### src/rtl/jump_ctrl_sequencer.sv
// Hardwired T-state control sequencer: fetch, decode, jal/jr/branch,
// external execute handoff, halt/stop parking and memory-read timeout.
module jump_ctrl_sequencer #(
  parameter int          INST_W   = 32,
  parameter int          OPC_W    = 5,
  parameter logic [4:0]  OPC_JAL  = 5'b10011,
  parameter logic [4:0]  OPC_JR   = 5'b10100,
  parameter logic [4:0]  OPC_BR   = 5'b10010,
  parameter logic [4:0]  OPC_HALT = 5'b11011,
  parameter logic [4:0]  OPC_NOP  = 5'b11010,
  parameter int          WAIT_MAX = 15
) (
  input  logic              Clock,
  input  logic              Clear,
  input  logic [INST_W-1:0] Ir,
  input  logic              MemReady,
  input  logic              CON,
  input  logic              Start,
  input  logic              Stop,
  input  logic              ExtDone,
  output logic              ExtReq,
  output logic              PCout,
  output logic              Zlowout,
  output logic              MDRout,
  output logic              MARin,
  output logic              Zin,
  output logic              PCin,
  output logic              MDRin,
  output logic              IRin,
  output logic              Yin,
  output logic              IncPC,
  output logic              Read,
  output logic              Gra,
  output logic              Rout,
  output logic              Rin,
  output logic              Cout,
  output logic              CONIn,
  output logic              LinkSel,
  output logic              AluAdd,
  output logic              Run,
  output logic              MemErr
);

  localparam int CNT_W = $clog2(WAIT_MAX + 1);

  typedef enum logic [3:0] {
    S_STOP, S_HALT, S_ERR,
    S_T0, S_T1, S_T2, S_T3,
    S_J4, S_J5, S_R4,
    S_B4, S_B5, S_B6, S_B7,
    S_EXT
  } state_e;

  typedef struct packed {
    logic mem_err;
    logic run;
    logic ext_req;
    logic alu_add;
    logic link_sel;
    logic con_in;
    logic c_out;
    logic r_in;
    logic r_out;
    logic gra;
    logic read;
    logic inc_pc;
    logic y_in;
    logic ir_in;
    logic mdr_in;
    logic pc_in;
    logic z_in;
    logic mar_in;
    logic mdr_out;
    logic zlow_out;
    logic pc_out;
  } strobe_t;

  state_e     st_q, st_d;
  logic [CNT_W-1:0] cnt_q, cnt_d;
  strobe_t    s_q, s_d;
  logic [OPC_W-1:0] opc;
  state_e     eoi;

  logic unused_ir;
  assign unused_ir = ^Ir[INST_W-OPC_W-1:0];

  assign opc = Ir[INST_W-1 -: OPC_W];
  assign eoi = Stop ? S_STOP : S_T0;

  always_comb begin
    st_d  = st_q;
    cnt_d = cnt_q;
    unique case (st_q)
      S_STOP, S_HALT: if (Start && !Stop) st_d = S_T0;
      S_ERR:          st_d = S_ERR;
      S_T0: begin
        st_d  = S_T1;
        cnt_d = '0;
      end
      S_T1: begin
        if (MemReady) st_d = S_T2;
        else if (cnt_q == CNT_W'(WAIT_MAX - 1)) st_d = S_ERR;
        else cnt_d = cnt_q + CNT_W'(1);
      end
      S_T2: st_d = S_T3;
      S_T3: begin
        unique case (1'b1)
          opc == OPC_JAL:  st_d = S_J4;
          opc == OPC_JR:   st_d = S_R4;
          opc == OPC_BR:   st_d = S_B4;
          opc == OPC_HALT: st_d = S_HALT;
          opc == OPC_NOP:  st_d = eoi;
          default:         st_d = S_EXT;
        endcase
      end
      S_J4: st_d = S_J5;
      S_B4: st_d = S_B5;
      S_B5: st_d = S_B6;
      S_B6: st_d = S_B7;
      S_J5, S_R4, S_B7: st_d = eoi;
      S_EXT: if (ExtDone) st_d = eoi;
      default: st_d = S_STOP;
    endcase
  end

  // Strobes are decoded from the next state so they appear with it.
  always_comb begin
    s_d = '0;
    unique case (st_d)
      S_T0: begin
        s_d.pc_out = 1'b1;
        s_d.mar_in = 1'b1;
        s_d.inc_pc = 1'b1;
        s_d.z_in   = 1'b1;
      end
      S_T1: begin
        s_d.zlow_out = 1'b1;
        s_d.read     = 1'b1;
        s_d.mdr_in   = 1'b1;
        s_d.pc_in    = (st_q != S_T1);
      end
      S_T2: begin
        s_d.mdr_out = 1'b1;
        s_d.ir_in   = 1'b1;
      end
      S_J4: begin
        s_d.pc_out   = 1'b1;
        s_d.r_in     = 1'b1;
        s_d.link_sel = 1'b1;
      end
      S_J5, S_R4: begin
        s_d.gra   = 1'b1;
        s_d.r_out = 1'b1;
        s_d.pc_in = 1'b1;
      end
      S_B4: begin
        s_d.gra    = 1'b1;
        s_d.r_out  = 1'b1;
        s_d.con_in = 1'b1;
      end
      S_B5: begin
        s_d.pc_out = 1'b1;
        s_d.y_in   = 1'b1;
      end
      S_B6: begin
        s_d.c_out   = 1'b1;
        s_d.alu_add = 1'b1;
        s_d.z_in    = 1'b1;
      end
      // CON FF is settled since B4; registering it here makes B7's PCin.
      S_B7: begin
        s_d.zlow_out = 1'b1;
        s_d.pc_in    = CON;
      end
      S_EXT:   s_d.ext_req = 1'b1;
      S_ERR:   s_d.mem_err = 1'b1;
      default: s_d = '0;
    endcase
    s_d.run = !(st_d inside {S_STOP, S_HALT, S_ERR});
  end

  always_ff @(posedge Clock or negedge Clear) begin
    if (!Clear) begin
      st_q  <= S_STOP;
      cnt_q <= '0;
      s_q   <= '0;
    end else begin
      st_q  <= st_d;
      cnt_q <= cnt_d;
      s_q   <= s_d;
    end
  end

  assign ExtReq  = s_q.ext_req;
  assign PCout   = s_q.pc_out;
  assign Zlowout = s_q.zlow_out;
  assign MDRout  = s_q.mdr_out;
  assign MARin   = s_q.mar_in;
  assign Zin     = s_q.z_in;
  assign PCin    = s_q.pc_in;
  assign MDRin   = s_q.mdr_in;
  assign IRin    = s_q.ir_in;
  assign Yin     = s_q.y_in;
  assign IncPC   = s_q.inc_pc;
  assign Read    = s_q.read;
  assign Gra     = s_q.gra;
  assign Rout    = s_q.r_out;
  assign Rin     = s_q.r_in;
  assign Cout    = s_q.c_out;
  assign CONIn   = s_q.con_in;
  assign LinkSel = s_q.link_sel;
  assign AluAdd  = s_q.alu_add;
  assign Run     = s_q.run;
  assign MemErr  = s_q.mem_err;

endmodule

### config.mk
export PLATFORM = sky130hd
export DESIGN_NAME = jump_ctrl_sequencer
export DESIGN_NICKNAME = d
export VERILOG_FILES = /design/src/rtl/jump_ctrl_sequencer.sv
export SDC_FILE = /design/constraint.sdc
export NUM_CORES = 1
export LEC_CHECK = 0
export BUFFER_PORTS_ARGS = -buffer_cell sky130_fd_sc_hd__buf_2
export CAP_MARGIN = 20
export CORE_ASPECT_RATIO = 1.25
export CORE_MARGIN = 2
export CORE_UTILIZATION = 46
export DETAILED_ROUTE_END_ITERATION = 10
export GPL_TIMING_DRIVEN = 0
export PLACE_DENSITY = 0.82
export SLEW_MARGIN = 20
export SYNTH_ARGS = -nofsm -noshare
export SYNTH_HDL_FRONTEND = slang
export SYNTH_SLANG_ARGS = --single-unit
### constraint.sdc
create_clock -name Clock -period 2.2 [get_ports Clock]
set_input_delay 0.11 -clock Clock [delete_from_list [all_inputs] [get_ports Clock]]
set_output_delay 0.11 -clock Clock [all_outputs]
set_load 0.05 [all_outputs]
==> results of run 1 <==
## what timing repair did
item | in CTS | in global routing
hold endpoints to repair | 23 | 0
resized for setup | 0 | 2
hold buffers | 1 | 0
buffers inserted | 0 | 2
endpoints found under the setup margin | 0 | 3
## stage by stage
stage | instance area [um2] | util, %
floorplan | 1270 | -
global placement | 1480 | 55.6
detailed placement | 1480 | 55.6
CTS | 1510 | 57.0
global route | 1540 | 57.9
finish | 1540 | 57.9
## cell usage in the layout (no fill, tap or decap), types with 3 or more instances in the layout
| master | instances |
|---|---|
| a21o_1 | 4 |
| a21oi_1 | 3 |
| buf_2 | 35 |
| buf_4 | 9 |
| clkbuf_4 | 3 |
| dfrtp_1 | 22 |
| inv_1 | 9 |
| nand2_1 | 9 |
| nand2b_1 | 5 |
| nand3_1 | 5 |
| nor2_1 | 10 |
| nor2b_1 | 4 |
| nor3_1 | 3 |
| o21ai_0 | 4 |
## layer usage
layer / vias to the layer above / wire, um / GRT usage (%)
li1: 519 / - / -
met1: 527 / 1050 / 21.3
met2: 26 / 1390 / 33.1
met3: 4 / 108 / 3.35
met4: 0 / 46 / 5.74
met5: - / 0 / 0
## worst max-delay path, stage by stage, from the launching register on
cell,delay (ps)
dfrtp_1,430
or4b_1,550
o32a_1,360
o211ai_2,120
nor2_2,120
or2_4,290
nor3b_2,190
## layout make-up
type | count | share of cell area, %
Multi-Input combinational cell | 86 | 39.2
Buffer | 10 | 4.40
Clock buffer | 3 | 1.47
Inverter | 9 | 2.20
Clock inverter | 1 | 0.326
Sequential cell | 23 | 37.6
Timing Repair Buffer | 35 | 12.1
Tap cell | 34 | 2.77
## kinds of logic after synthesis
family,share of synthesized area (%)
flip-flops,45.2
multiplexers,1.77
buffers and inverters,7.96
XOR/XNOR,0.688
AND/OR/NAND/NOR,26.9
adder cells (fa/ha/maj),1.97
AO/OA/AOI/OAI,15.4
## power by group through the flow
stage          Clock (mW)  Sequential (mW)  Combinational (mW)
2_1_floorplan           0            0.872               0.859
3_3_place_gp            0            0.634                1.35
3_5_place_dp            0            0.639                1.38
4_1_cts             0.206            0.629                1.38
5_1_grt             0.221            0.647                1.57
6_report            0.198            0.631                1.43
## path summary, 6_finish.rpt
path / slack, ps / end / cells past startpoint / from
worst max register to register: 70 / ExtReq / 6 / st_q[1]
worst min register to register: 520 / cnt_q[0] / 1 / cnt_q[0]
min in group asynchronous: 270 / Yin / 2 / Clear
worst max-delay path: 70 / ExtReq / 6 / st_q[1]
max in group asynchronous: 1570 / st_q[3] / 2 / Clear
worst min-delay path: 40 / PCin / 3 / CON
==> results.toml, run 1 <==
[die]
rows = 21
ios = 60
fp.dieH_um = 62.8
die_area_mm2 = 0.00321
core_area_mm2 = 0.00265
die_w_um = 51.0
initial_utilization_pct = 47.9

[route]
viasPerCell = 5.35
dr_total_vias = 1076
drcViolationCount = 0
wl_per_cell_um = 12.9
dr.pass1.iters = 4
detail-route-antenna-nets = 0
initialDrtViolationCount = 14
wirelength_um = 2590

[finish]
seq_area_um2 = 577
fill_cells = 228
diodes = 0
top_regs = "cnt_q (4), st_q (4)"
syn2layout_area_growth_pct = 20.6
layout.cells.non_filler = 201
multiInputGateArea_um2 = 602
drive_above_1_share_pct = 35.3
layout.nets = 209

[synthesis]
ys_top_cells_by_area = "dfrtp_1 (45%), buf_4 (4.1%), nor2_1 (2.9%)"
yosysMostFrequentCell = "dfrtp_1"
synth.distinct_cells = 44
synthArstFlopShare_pct = 100
synth.net_count = 169
syn-mean-instance-area_um2 = 9.94
synth_area_mm2 = 0.00127
synth_edf_count = 0
synth_cells = 128
synth_top_flop_cell = "dfrtp_1"
yosysWarnings = 0
ys_ff_latch = 23
synth_top_area_share_pct = 45.2
ys_seq_area_share_pct = 45.2
synth_area_leader_cell = "dfrtp_1"
synthTopCellsByCount = "dfrtp_1 (23), nor2_1 (10), inv_1 (9), nand2_1 (9), buf_4 (7)"

[clock_network]
cts.sink_count = 23
clk_pin_slew_ps = 130
htreeDepth = 1
clockBufferDepth = 2
root_buffer = "clkbuf_4"
cts_buffers = 3
clk_latency_ps = 320
tritoncts = "yes"

[placed_design]
gp_congestion = 0.895
dp_hpwl_um = 2000
pre_cts_ws_ps = 46.1
place_inst = 194
port_buffers = 32

[sta]
setup_viol = 0
slew_headroom_pct = 57.7
fmax_ghz = 0.470
holdWs_ps = 39.2
fin_crit_ps = 2130
fin_skew_ps = 6.56
fin_crit_sh_pct = 96.7
fin_ws_ps = 72.2
maxSlewViolCount = 0
hold_viol_final = 0
worstMarginPinSlew_ps = 629
fin_setup_tns_ps = 0

[setup_path]
worstPathRequired_ps = 2440
crit_fanout = 7
worstSetupPathType = "flip-flop to flip-flop"
endpoint_kind = "flip-flop"
critPathArrivalTime_ps = 2370
start_kind = "flip-flop"

[power]
power_frac_seq_pct = 27.9
p_switching_mw = 1.13
switching_share_pct = 49.9
leakage_nw = 0.842
combPwrFrac_pct = 63.3
vdd_drop_max_v = 0.000692
power.total_mw = 2.26
p_clk_share_pct = 8.8
p_per_area_mw_per_mm2 = 1470
p_int_mw = 1.13

[global_route]
grt_max_degree = 24
track_usage_pct = 18.3
grt_pass1_vias = 1063
antenna_found_initial = 0
grt-ovfl-total = 0
grt_pass1_wl_um = 4600

[outcome]
status = "finished clean"

[flow_run]
cap_violations = 0

[worst_hold_path]
hold_path.class = "primary input to flip-flop"
Power figures use the tool's default switching activity.
==> inputs of run 2 (changes only) <==
--- a/config.mk
+++ b/config.mk
@@ -5,11 +5,12 @@
 export SDC_FILE = /design/constraint.sdc
 export NUM_CORES = 1
 export LEC_CHECK = 0
+export ABC_AREA = 1
 export BUFFER_PORTS_ARGS = -buffer_cell sky130_fd_sc_hd__buf_2
 export CAP_MARGIN = 20
 export CORE_ASPECT_RATIO = 1.25
 export CORE_MARGIN = 2
-export CORE_UTILIZATION = 46
+export CORE_UTILIZATION = 47
 export DETAILED_ROUTE_END_ITERATION = 10
 export GPL_TIMING_DRIVEN = 0
 export PLACE_DENSITY = 0.82
==> results.toml, run 2 <==
[outcome]
status = "finished clean"

[global_route]
grt_pass1_wl_um = 4880
grt_pass1_vias = 1157
grt_max_degree = 24
grt-ovfl-total = 0
antenna_found_initial = 0
track_usage_pct = 18.4

[synthesis]
yosys-mux-area-fraction_pct = 0
synth-xor-area-share_pct = 0
synth_area_leader_cell = "dfrtp_1"
yosysMostFrequentCell = "nand2_1"
ys_ff_latch = 23
synthSimpleGateAreaFrac_pct = 42.0
synth_top_family_by_area = "simple AND/OR/NAND/NOR gates"
yosys.area_share.adder_pct = 1.75
synth_top_flop_cell = "dfrtp_1"
synthArstFlopShare_pct = 100
ys_seq_area_share_pct = 40.4
ys_top_cells_by_area = "dfrtp_1 (40%), nand2_1 (10%), inv_1 (5.8%)"
synth_compound_area_share_pct = 3.16
synth_edf_count = 0
synth_cells = 180
yosysWarnings = 0
synthTopCellsByCount = "nand2_1 (39), dfrtp_1 (23), inv_1 (22), nor2_1 (20), nand3_1 (15)"
syn-mean-instance-area_um2 = 7.92
synth.net_count = 221
synth.distinct_cells = 23
synth_top_area_share_pct = 40.4
synth_area_mm2 = 0.00143

[clock_network]
clk_pin_slew_ps = 110
root_buffer = "clkbuf_4"
clk_latency_ps = 290
cts_buffers = 3
clockBufferDepth = 2
postCtsSetupBuffers = 0
cts.sink_count = 23
htreeDepth = 1
tritoncts = "yes"

[setup_path]
worstSetupPathType = "flip-flop to flip-flop"
critPathLaunch = "st_q[2]"
worstPathRequired_ps = 2390
start_kind = "flip-flop"
endpoint_kind = "flip-flop"
crit_fanout = 9
reg2reg_from = "st_q[2]"
critPathArrivalTime_ps = 1720

[finish]
drive_above_1_share_pct = 37.3
final_area_mm2 = 0.00167
layout.nets = 259
layout_commonest_cell = "nand2_1"
syn2layout_area_growth_pct = 16.9
diodes = 0
final_cell_mix = "nand2_1 (39), buf_2 (33), dfrtp_1 (23), inv_1 (22), nor2_1 (20)"
top_regs = "cnt_q (4), st_q (4)"

[sta]
fin_skew_ps = 3.82
grt_setup_unrepaired = "false"
worstMarginPinSlew_ps = 468
fin_crit_ps = 1540
fmax_ghz = 0.651
slew_headroom_pct = 68.8
maxSlewViolCount = 0
fin_setup_tns_ps = 0
setup_viol = 0
holdWs_ps = 115
fin_crit_sh_pct = 69.8
hold_viol_final = 0

[route]
wl_per_cell_um = 10.5
viasPerCell = 4.77
initialDrtViolationCount = 22
detail-route-antenna-nets = 0
dr.pass1.iters = 5
wirelength_um = 2660
dr_total_vias = 1207
drcViolationCount = 0

[die]
die_w_um = 53.3
fp.dieH_um = 65.6
die_area_mm2 = 0.00349
core_area_mm2 = 0.00292
ios = 60
rows = 22
initial_utilization_pct = 48.9

[placed_design]
gp_congestion = 0.809
dp_hpwl_um = 2230
place_area_mm2 = 0.00163
port_buffers = 32

[power]
vdd_drop_max_v = 0.000757
p_per_area_mw_per_mm2 = 1360
leakage_nw = 1.02
power.total_mw = 2.26

[worst_hold_path]
min_from = "CON"
hold_path.class = "primary input to flip-flop"

[flow_run]
cap_violations = 0
## run 2: cell count changes in the layout (fill, tap and decap cells not counted), sizes merged, moves of 5 or more
cell	delta
nand2b	-5
nand3	+19
nand4	+5
nor2b	-5
inv	+24
nor2	+20
nand2	+35
## run 2: timing repair
item	CTS	global route
endpoints found under the setup margin	0	0
endpoints found under the hold margin	23	0
resized for setup	0	0
hold buffers	1	0
## run 2: through the flow
step,utilization [%],std cells,worst slack [ps]
2_1_floorplan,-,180,863
3_3_place_gp,55.9,248,721
3_5_place_dp,55.9,248,685
4_1_cts,57.2,253,666
5_1_grt,57.2,253,445
6_report,57.2,253,664
## run 2: final cells by class
type	count	area (um2)
sequential	23	576
multi-input combinational	116	669
timing repair buffer	33	170
clock buffer	4	26.3
inverter	33	124
fill	289	1250
tap	36	45.0
buffer	8	57.6
## run 2: logic make-up after synthesis
| family | Yosys count |
|---|---|
| compound gates | 8 |
| flops | 23 |
| fa+ha+maj | 2 |
| buf+inv | 41 |
| simple gates | 106 |
## run 2: critical path: stages, from the launching register on
cell and delay (ps):
dfrtp_1 370, buf_2 180, nor2_1 210, nand2_1 170
nand2_2 120, inv_2 60, nand3_4 130, nor2_4 50
nand2_1 70, nand3_1 60
## run 2: worst paths after layout
kind / slack, ps / cells past startpoint / to
max: 660 / 9 / PCin
min: 110 / 3 / PCin
max reg2reg: 660 / 9 / PCin
min reg2reg: 560 / 2 / cnt_q[1]
max in group asynchronous: 1570 / 2 / Cout
min in group asynchronous: 320 / 2 / st_q[2]
## run 2: report_power, final
part	total, mW	switching, mW	internal (mW)	leakage [nW]
clock network	0.179	0.109	0.0705	0.0150
logic	1.47	1.05	0.418	0.692
registers	0.613	0.0683	0.544	0.308
## run 2: metal layers
layer	vias to the layer above	share of wire (%)	global-route usage, %
li1	628	-	-
met1	540	41	22.8
met2	37	54	33.3
met3	2	4.6	0.682
met4	0	0.79	5.77
met5	-	0	0
